## src/rtl/hash_digest_reader.sv

```systemverilog
// rtl/hash_digest_reader.sv - captures a final hash digest, scores leading zeros, streams it as eight words
module hash_digest_reader #(
  parameter bit BYTE_SWAP = 1'b0,
  parameter int LZ_W      = 9
) (
  input  logic            clk,
  input  logic            rst_n,
  input  logic            cap_valid,
  input  logic [255:0]    digest_in,
  input  logic [LZ_W-1:0] target_zeros,
  output logic [31:0]     out_word,
  output logic            out_valid,
  input  logic            out_ready,
  output logic            out_last,
  output logic [LZ_W-1:0] lz_count,
  output logic            hit,
  output logic            busy,
  output logic            drop_err
);

  typedef enum logic {IDLE, SEND} state_t;

  state_t          r_state;
  state_t          w_next_state;
  logic [2:0]      r_idx;
  logic [255:0]    r_digest;
  logic [LZ_W-1:0] r_target;
  logic [LZ_W-1:0] r_lz;
  logic            r_hit;
  logic            r_drop;

  logic            w_capture;
  logic            w_xfer;
  logic            w_drop;
  logic [LZ_W-1:0] w_lz;
  logic            w_found;
  logic [255:0]    w_shifted;
  logic [31:0]     w_raw;

  // Leading-zero count of the incoming digest, 256 when it is all zero.
  always_comb begin
    w_lz    = LZ_W'(256);
    w_found = 1'b0;
    for (int i = 255; i >= 0; i--) begin
      if (!w_found && digest_in[i]) begin
        w_lz    = LZ_W'(255 - i);
        w_found = 1'b1;
      end
    end
  end

  always_comb begin
    w_next_state = r_state;
    w_capture    = 1'b0;
    w_xfer       = 1'b0;
    w_drop       = 1'b0;
    case (r_state)
      IDLE: begin
        if (cap_valid) begin
          w_capture    = 1'b1;
          w_next_state = SEND;
        end
      end
      SEND: begin
        w_drop = cap_valid;
        if (out_ready) begin
          w_xfer = 1'b1;
          if (r_idx == 3'd7) w_next_state = IDLE;
        end
      end
      default: w_next_state = IDLE;
    endcase
  end

  always_ff @(posedge clk or negedge rst_n) begin
    if (!rst_n) begin
      r_state  <= IDLE;
      r_idx    <= 3'd0;
      r_digest <= '0;
      r_target <= '0;
      r_lz     <= '0;
      r_hit    <= 1'b0;
      r_drop   <= 1'b0;
    end else begin
      r_state <= w_next_state;
      if (w_capture) begin
        r_digest <= digest_in;
        r_target <= target_zeros;
        r_lz     <= w_lz;
        r_hit    <= (w_lz >= target_zeros);
        r_idx    <= 3'd0;
      end else if (w_xfer) begin
        r_idx <= r_idx + 3'd1;
      end
      if (w_drop) r_drop <= 1'b1;
    end
  end

  // H0 sits in the top bits, so shifting left by 32*index brings word[index] to the top.
  assign w_shifted = r_digest << {r_idx, 5'b0};
  assign w_raw     = w_shifted[255:224];

  assign out_word  = (r_state != SEND) ? 32'h0 :
                     BYTE_SWAP ? {w_raw[7:0], w_raw[15:8], w_raw[23:16], w_raw[31:24]} : w_raw;
  assign out_valid = (r_state == SEND);
  assign busy      = (r_state == SEND);
  assign out_last  = (r_state == SEND) && (r_idx == 3'd7);
  assign lz_count  = r_lz;
  assign hit       = r_hit;
  assign drop_err  = r_drop;

endmodule

```

## config.mk

```make
export PLATFORM = sky130hd
export DESIGN_NAME = hash_digest_reader
export DESIGN_NICKNAME = d
export VERILOG_FILES = /design/src/rtl/hash_digest_reader.sv
export SDC_FILE = /design/constraint.sdc
export NUM_CORES = 1
export LEC_CHECK = 0
export ABC_AREA = 1
export BUFFER_PORTS_ARGS = -buffer_cell sky130_fd_sc_hd__buf_2
export CAP_MARGIN = 20
export CELL_PAD_IN_SITES_DETAIL_PLACEMENT = 1
export CELL_PAD_IN_SITES_GLOBAL_PLACEMENT = 1
export CORE_MARGIN = 1
export CORE_UTILIZATION = 30
export CTS_BUF_LIST = sky130_fd_sc_hd__clkbuf_4
export DETAILED_ROUTE_END_ITERATION = 6
export GPL_ROUTABILITY_DRIVEN = 0
export MAX_ROUTING_LAYER = met4
export PLACE_DENSITY = 0.7
export SKIP_LAST_GASP = 1
export SLEW_MARGIN = 15
export SYNTH_ARGS = -nofsm -noshare
export SYNTH_HDL_FRONTEND = slang
export SYNTH_SLANG_ARGS = --single-unit
```

## constraint.sdc

```tcl
create_clock -name clk -period 2 [get_ports clk]
set_input_delay 0.1 -clock clk [delete_from_list [all_inputs] [get_ports clk]]
set_output_delay 0.1 -clock clk [all_outputs]
set_load 0.02 [all_outputs]
```

==> parameters.txt, run 1 <==
Parameter                              Value

Outcome
  Outcome ... stopped before the end
  Last flow stage reached ... global routing
  First Err ... [ERROR GRT-0232] Routing congestion too high. Check the congestion heatmap in the GUI.

Global routing
  Overflow after GRT ... 6
  Overall fraction of global-route tracks in use ... 0.758
  Maximum number of pins on one net before global-route repair ... 106
  Antenna violations before repair ... 37

Floorplanning
  Number of core rows ... slightly above 90
  Horizontal extent of the die ... 255 um
  Initial cell density of the core ... 0.303
  Count of boundary I/O pins ... 315
  Height of the die ... 255 um

Logic synthesis
  Mapped Nets ... roughly 3,000
  Top cells by area in the synthesized netlist ... sky130_fd_sc_hd__dfrtp_1 (35%), sky130_fd_sc_hd__o21ai_0 (11%), sky130_fd_sc_hd__nand2_1 (8.9%)
  Flip-flop and latch count after synthesis ... 271
  Proportion of synthesized chip area in sequential cells ... 0.354
  Average instance area after synthesis ... 6.84 sq um
  Gate count of the mapped netlist ... between 2,000 and 3,000
  Unique cell type count in the Yosys netlist ... 41
  Ys Warns ... 0
  Area share of the largest cell type after synthesis ... 0.354
  Cell accounting for the most synthesized area ... sky130_fd_sc_hd__dfrtp_1
  Cell area after synthesis ... 0.0191 sq mm

CTS
  H-tree lvl count ... 3
  Number of buffers created by CTS ... 77
  Maximum count of clock buffers along a single path ... 3
  CTS Sinks ... 271
  Clock Tree Root ... sky130_fd_sc_hd__clkbuf_4

Timing
  Worst End Pin Type ... register input
  Last reported worst endpoint of the global-route repair pass ... hit$_DFFE_PN0P_/D

Place
  Cells after DPL ... 4,723
  Detailed Place HPWL ... 78,700 um
  Number of buffers added on ports ... 314
## through the flow
stage	hold slack [ps]	setup slack, ps	area, sq um
4_1_cts	31.0	-14060	35000
3_3_place_gp	41.6	-14170	28300
2_1_floorplan	-196	-13400	19200
3_5_place_dp	43.1	-15260	28300
## cells by family after synthesis
logic type / after synthesis / share of synthesized area
AOI/OAI and AO/OA: 544 / 0.154
adders and majority gates: 11 / 0.00719
buffers and inverters: 478 / 0.0940
DFF: 271 / 0.354
and+or+nand+nor: 1492 / 0.390
## routing by layer
layer,overflow,track usage
met3,0,0.644
met2,2,0.902
met5,-,-
met4,4,0.732
met1,0,0.722
## synthesized netlist by cell type
master                      instances
sky130_fd_sc_hd__o21ai_2            1
sky130_fd_sc_hd__nand3_2            1
sky130_fd_sc_hd__and3_1             5
sky130_fd_sc_hd__a41o_1             6
sky130_fd_sc_hd__nand4_1          160
sky130_fd_sc_hd__nand2_1          452
sky130_fd_sc_hd__nand4_2           42
sky130_fd_sc_hd__buf_4              1
sky130_fd_sc_hd__buf_2              1
sky130_fd_sc_hd__o2111a_1           1
sky130_fd_sc_hd__nand3_1          168
sky130_fd_sc_hd__a2111o_1           1
sky130_fd_sc_hd__or4_1              5
sky130_fd_sc_hd__o2111ai_1          5
sky130_fd_sc_hd__nor4b_1            6
sky130_fd_sc_hd__o21ai_0          415
sky130_fd_sc_hd__nor4_1            43
sky130_fd_sc_hd__clkbuf_1         108
sky130_fd_sc_hd__o211ai_1           7
sky130_fd_sc_hd__nand3b_1           5
sky130_fd_sc_hd__o22ai_1           32
sky130_fd_sc_hd__o21ai_1            1
sky130_fd_sc_hd__nand2_2            2
sky130_fd_sc_hd__ha_1              11
sky130_fd_sc_hd__buf_1              2
sky130_fd_sc_hd__a21o_1             2
sky130_fd_sc_hd__o41ai_1            1
sky130_fd_sc_hd__inv_2              3
sky130_fd_sc_hd__inv_1            363
sky130_fd_sc_hd__nor2_2            42
sky130_fd_sc_hd__nor2_1           435
sky130_fd_sc_hd__nor3_1            85
sky130_fd_sc_hd__a21oi_1           21
sky130_fd_sc_hd__nor3b_1            2
sky130_fd_sc_hd__a31oi_1           40
sky130_fd_sc_hd__a221o_1            1
sky130_fd_sc_hd__a2111oi_0         10
sky130_fd_sc_hd__nor2_4            21
sky130_fd_sc_hd__dfrtp_1          271
sky130_fd_sc_hd__nand4_4           17
sky130_fd_sc_hd__nor2_8             1
## what timing repair did
action,CTS
hold endpoints to repair,540
gates cloned,22
buffers inserted,141
pin swaps,108
setup endpoints to repair,43
gates resized for setup,481
hold buffers,263
==> run 2: changes to the inputs <==
--- a/config.mk
+++ b/config.mk
@@ -8,15 +8,11 @@
 export ABC_AREA = 1
 export BUFFER_PORTS_ARGS = -buffer_cell sky130_fd_sc_hd__buf_2
 export CAP_MARGIN = 20
-export CELL_PAD_IN_SITES_DETAIL_PLACEMENT = 1
-export CELL_PAD_IN_SITES_GLOBAL_PLACEMENT = 1
 export CORE_MARGIN = 1
-export CORE_UTILIZATION = 30
-export CTS_BUF_LIST = sky130_fd_sc_hd__clkbuf_4
+export CORE_UTILIZATION = 20
 export DETAILED_ROUTE_END_ITERATION = 6
 export GPL_ROUTABILITY_DRIVEN = 0
-export MAX_ROUTING_LAYER = met4
-export PLACE_DENSITY = 0.7
+export PLACE_DENSITY_LB_ADDON = 0.15
 export SKIP_LAST_GASP = 1
 export SLEW_MARGIN = 15
 export SYNTH_ARGS = -nofsm -noshare
==> run 2 against run 1 <==
Effect of this change:
- the flow now finishes, with violations (negative setup slack)
- synthesized cell count unchanged
- area after synthesis unchanged
==> parameters.txt, run 2 <==
Parameter                              Value

Setup path
  Maximum cell stage delay along the critical path ... roughly 240 ps
  Cell type with the highest occurrence count on the critical path ... sky130_fd_sc_hd__buf_4
  Worst Setup Path Type ... primary input to flip-flop
  Required time of the critical path ... 2430 ps
  Worst setup path startpoint ... digest_in[254]
  Max stage delay cell, worst path ... sky130_fd_sc_hd__ha_1
  Crit path arrival time ... ~17,000 ps
  Sort of element at the end of the critical path ... flip-flop
  Type of origin of the critical path ... primary input
  RR Startpoint ... busy
  Top fanout value on the critical path ... 3

Final layout
  Fraction of layout instances using a drive strength above 1 ... 0.424
  Largest register FFs ... 256
  Fill cell instance count of the final layout ... 10,111
  Biggest register ... r_digest
  Leading cell types in the layout, fill and taps excluded ... sky130_fd_sc_hd__buf_4 (945), sky130_fd_sc_hd__nand2_1 (448), sky130_fd_sc_hd__inv_1 (359)
  Growth of design area from synthesis to finish ... 83.0%
  Commonest non-fill, non-tap cell in the layout ... sky130_fd_sc_hd__buf_4
  Final cell utilization of the core ... 0.369
  Nets@finish ... ~4,500

Outcome
  Failing checks ... negative setup slack
  Outcome ... complete, but fails checks

Logic synthesis
  Ys Warns ... 0 (unchanged)
  Most instantiated library cell after synthesis ... sky130_fd_sc_hd__nand2_1
  Flip-flop and latch count after synthesis ... 271 (unchanged)
  Unique cell type count in the Yosys netlist ... 41 (unchanged)
  Proportion of synthesized chip area in sequential cells ... 0.354 (unchanged)
  Most common library cells after synthesis ... sky130_fd_sc_hd__nand2_1 (452), sky130_fd_sc_hd__nor2_1 (435), sky130_fd_sc_hd__o21ai_0 (415), sky130_fd_sc_hd__inv_1 (363), sky130_fd_sc_hd__dfrtp_1 (271)
  Area share of the largest cell type after synthesis ... 0.354 (unchanged)
  Top cells by area in the synthesized netlist ... sky130_fd_sc_hd__dfrtp_1 (35%), sky130_fd_sc_hd__o21ai_0 (11%), sky130_fd_sc_hd__nand2_1 (8.9%)
  Cell area after synthesis ... 0.0191 sq mm (unchanged)
  Gate count of the mapped netlist ... 2,796 (unchanged)
  Async set-reset flop share out of synthesis ... 1.00 (unchanged)
  Mapped Nets ... 3,076 (unchanged)
  Average instance area after synthesis ... 6.84 sq um (unchanged)
  Post-synth EDFFs ... 0 (unchanged)
  Predominant post-synthesis flop cell ... sky130_fd_sc_hd__dfrtp_1
  Cell accounting for the most synthesized area ... sky130_fd_sc_hd__dfrtp_1

Drt
  Routed vias ... ~24,000
  Post-detailed-route wirelength per cell ... between 15 and 20 um
  Remaining routing DRC violations ... 0
  1st-pass router iterations ... 7
  Routed Antenna Nets ... 0
  WL final ... 102,000 um
  Initial drt markers ... between 1,000 and 1,500
  Detail-routed via count per cell ... 4.43

Timing
  Setup-failing EPs final ... 43
  Pin slew with the least headroom to its limit ... 1070 ps
  Total negative slack ... -151,780 ps
  Final slew viol count ... 0
  Maximum clock frequency ... 61.2 MHz
  RSZ-0062 raised after global routing ... yes
  Final period util ... 8.18
  Final clock skew ... around 27 ps
  Number of endpoints with negative hold slack in the final report ... 0
  Min setup slack post-route ... -14,350 ps
  Rel. slew slack ... 0.270
  Post-route minimum period ... 16,350 ps

Floorplanning
  Count of boundary I/O pins ... 315 (unchanged)
  Die area ... around 0.097 sq mm
  Number of core rows ... 113 (+23%)
  Height of the die ... 311 um (+22%)
  Area of the placeable core ... 0.0949 sq mm
  Horizontal extent of the die ... 311 um (+22%)
  Initial cell density of the core ... 0.202 (-0.102)

CTS
  Clock Tree Root ... sky130_fd_sc_hd__clkbuf_16
  Worst-path clk slew ... approximately 60 ps
  Number of buffers created by CTS ... 35 (-55%)
  Clock tree from TritonCTS ... done
  Maximum count of clock buffers along a single path ... 3 (unchanged)
  H-tree lvl count ... 2 (-1)
  Clk_lat worst skew ... 550 ps
  CTS Sinks ... 271 (unchanged)

Place
  Worst slack at placement ... -15,300 ps (-37.8 ps)
  Number of buffers added on ports ... 314 (unchanged)
  Detailed Place HPWL ... 83,800 um (+6.5%)

Global routing
  Overall fraction of global-route tracks in use ... 0.205
  First-pass GRT wire length ... 151,000 um
  Antenna violations before repair ... 25
  Number of global-route vias before repair ... 24,524
  Maximum number of pins on one net before global-route repair ... 91
  Overflow after GRT ... 0

Pwr
  Total chip power ... 37.3 mW
  Pwr/cell area ... 1060 mW/mm^2
  Peak VDD IR ... about 0.52 mV
  LEAKAGE ... between 15 and 20 nW

Min path
  Worst hold start ... digest_in[144]
  HP Class ... primary input to flip-flop

Flow run
  Total of max-cap violations ... 0
==> run 2: cell counts after synthesis <==
Identical to the previous run, type by type.
==> run 2: worst paths after layout <==
path	cells after the start	to	slack (ps)
worst max register to register	6	r_digest[145]	270
worst min register to register	1	drop_err	460
min in group asynchronous	2	r_digest[172]	70
worst min-delay path	4	r_digest[144]	8
worst max-delay path	144	hit	-14350
max in group asynchronous	3	r_digest[84]	1140
==> run 2: critical path: cells and delay by family <==
family                   cells  cell delay, ps
AND/OR/NAND/NOR             95           10770
buffers and inverters       44            5300
adder cells (fa/ha/maj)      1             240
AO/OA/AOI/OAI                4             370
==> run 2: layout make-up <==
type | instances | area (sq um) | share of cell area
timing repair buffer | 1494 | 11900 | 0.341
timing repair inverter | 1 | 11.3 | 0.000322
tap | 1265 | 1580 | 0.0452
multi-input combinational | 2047 | 12100 | 0.345
sequential | 271 | 6790 | 0.194
clock inverter | 10 | 206 | 0.00589
clock buffer | 50 | 1000 | 0.0287
inverter | 366 | 1390 | 0.0398
antenna | 6 | 15.0 | 0.000429
==> run 2: routing by layer <==
metal	part of all wire	GRT usage
met1	0.48	0.285
met2	0.45	0.332
met3	0.046	0.0343
met4	0.023	0.0459
met5	0.0017	0
==> run 2: kinds of logic (layout without fill, tap and decap cells) <==
kind of cell,Yosys count,count (layout),share of synthesized area
AND/OR/NAND/NOR,1492,1492,0.390
adder cells (fa/ha/maj),11,11,0.00719
AO/OA/AOI/OAI,544,544,0.154
other,0,6,0
flip-flops,271,271,0.354
buffers and inverters,478,1921,0.0940
==> run 2: power by group <==
part / internal [mW] / total (mW) / switching, mW
Sequential: 7.95 / 10.3 / 2.34
Combinational: 9.08 / 20.1 / 11.0
Clock: 4.27 / 6.88 / 2.61
==> run 2: timing repair <==
item,in CTS,in global routing
gates cloned,13,0
hold buffers,136,0
setup buffers,98,36
pin swaps,88,135
gates resized for setup,380,258
endpoints found under the setup margin,43,43
hold endpoints to repair,292,0
==> run 2: metrics by stage <==
stage          area (sq um)  instances  hold WS (ps)
3_5_place_dp          29300       5196           110
2_1_floorplan         19200       2796          -196
4_1_cts               34000       5490         0.392
5_1_grt               35000       5508          14.1
3_3_place_gp          29300       5196           118
6_report              35000       5510          7.72
Note: power is estimated with default switching activity, not from simulation.
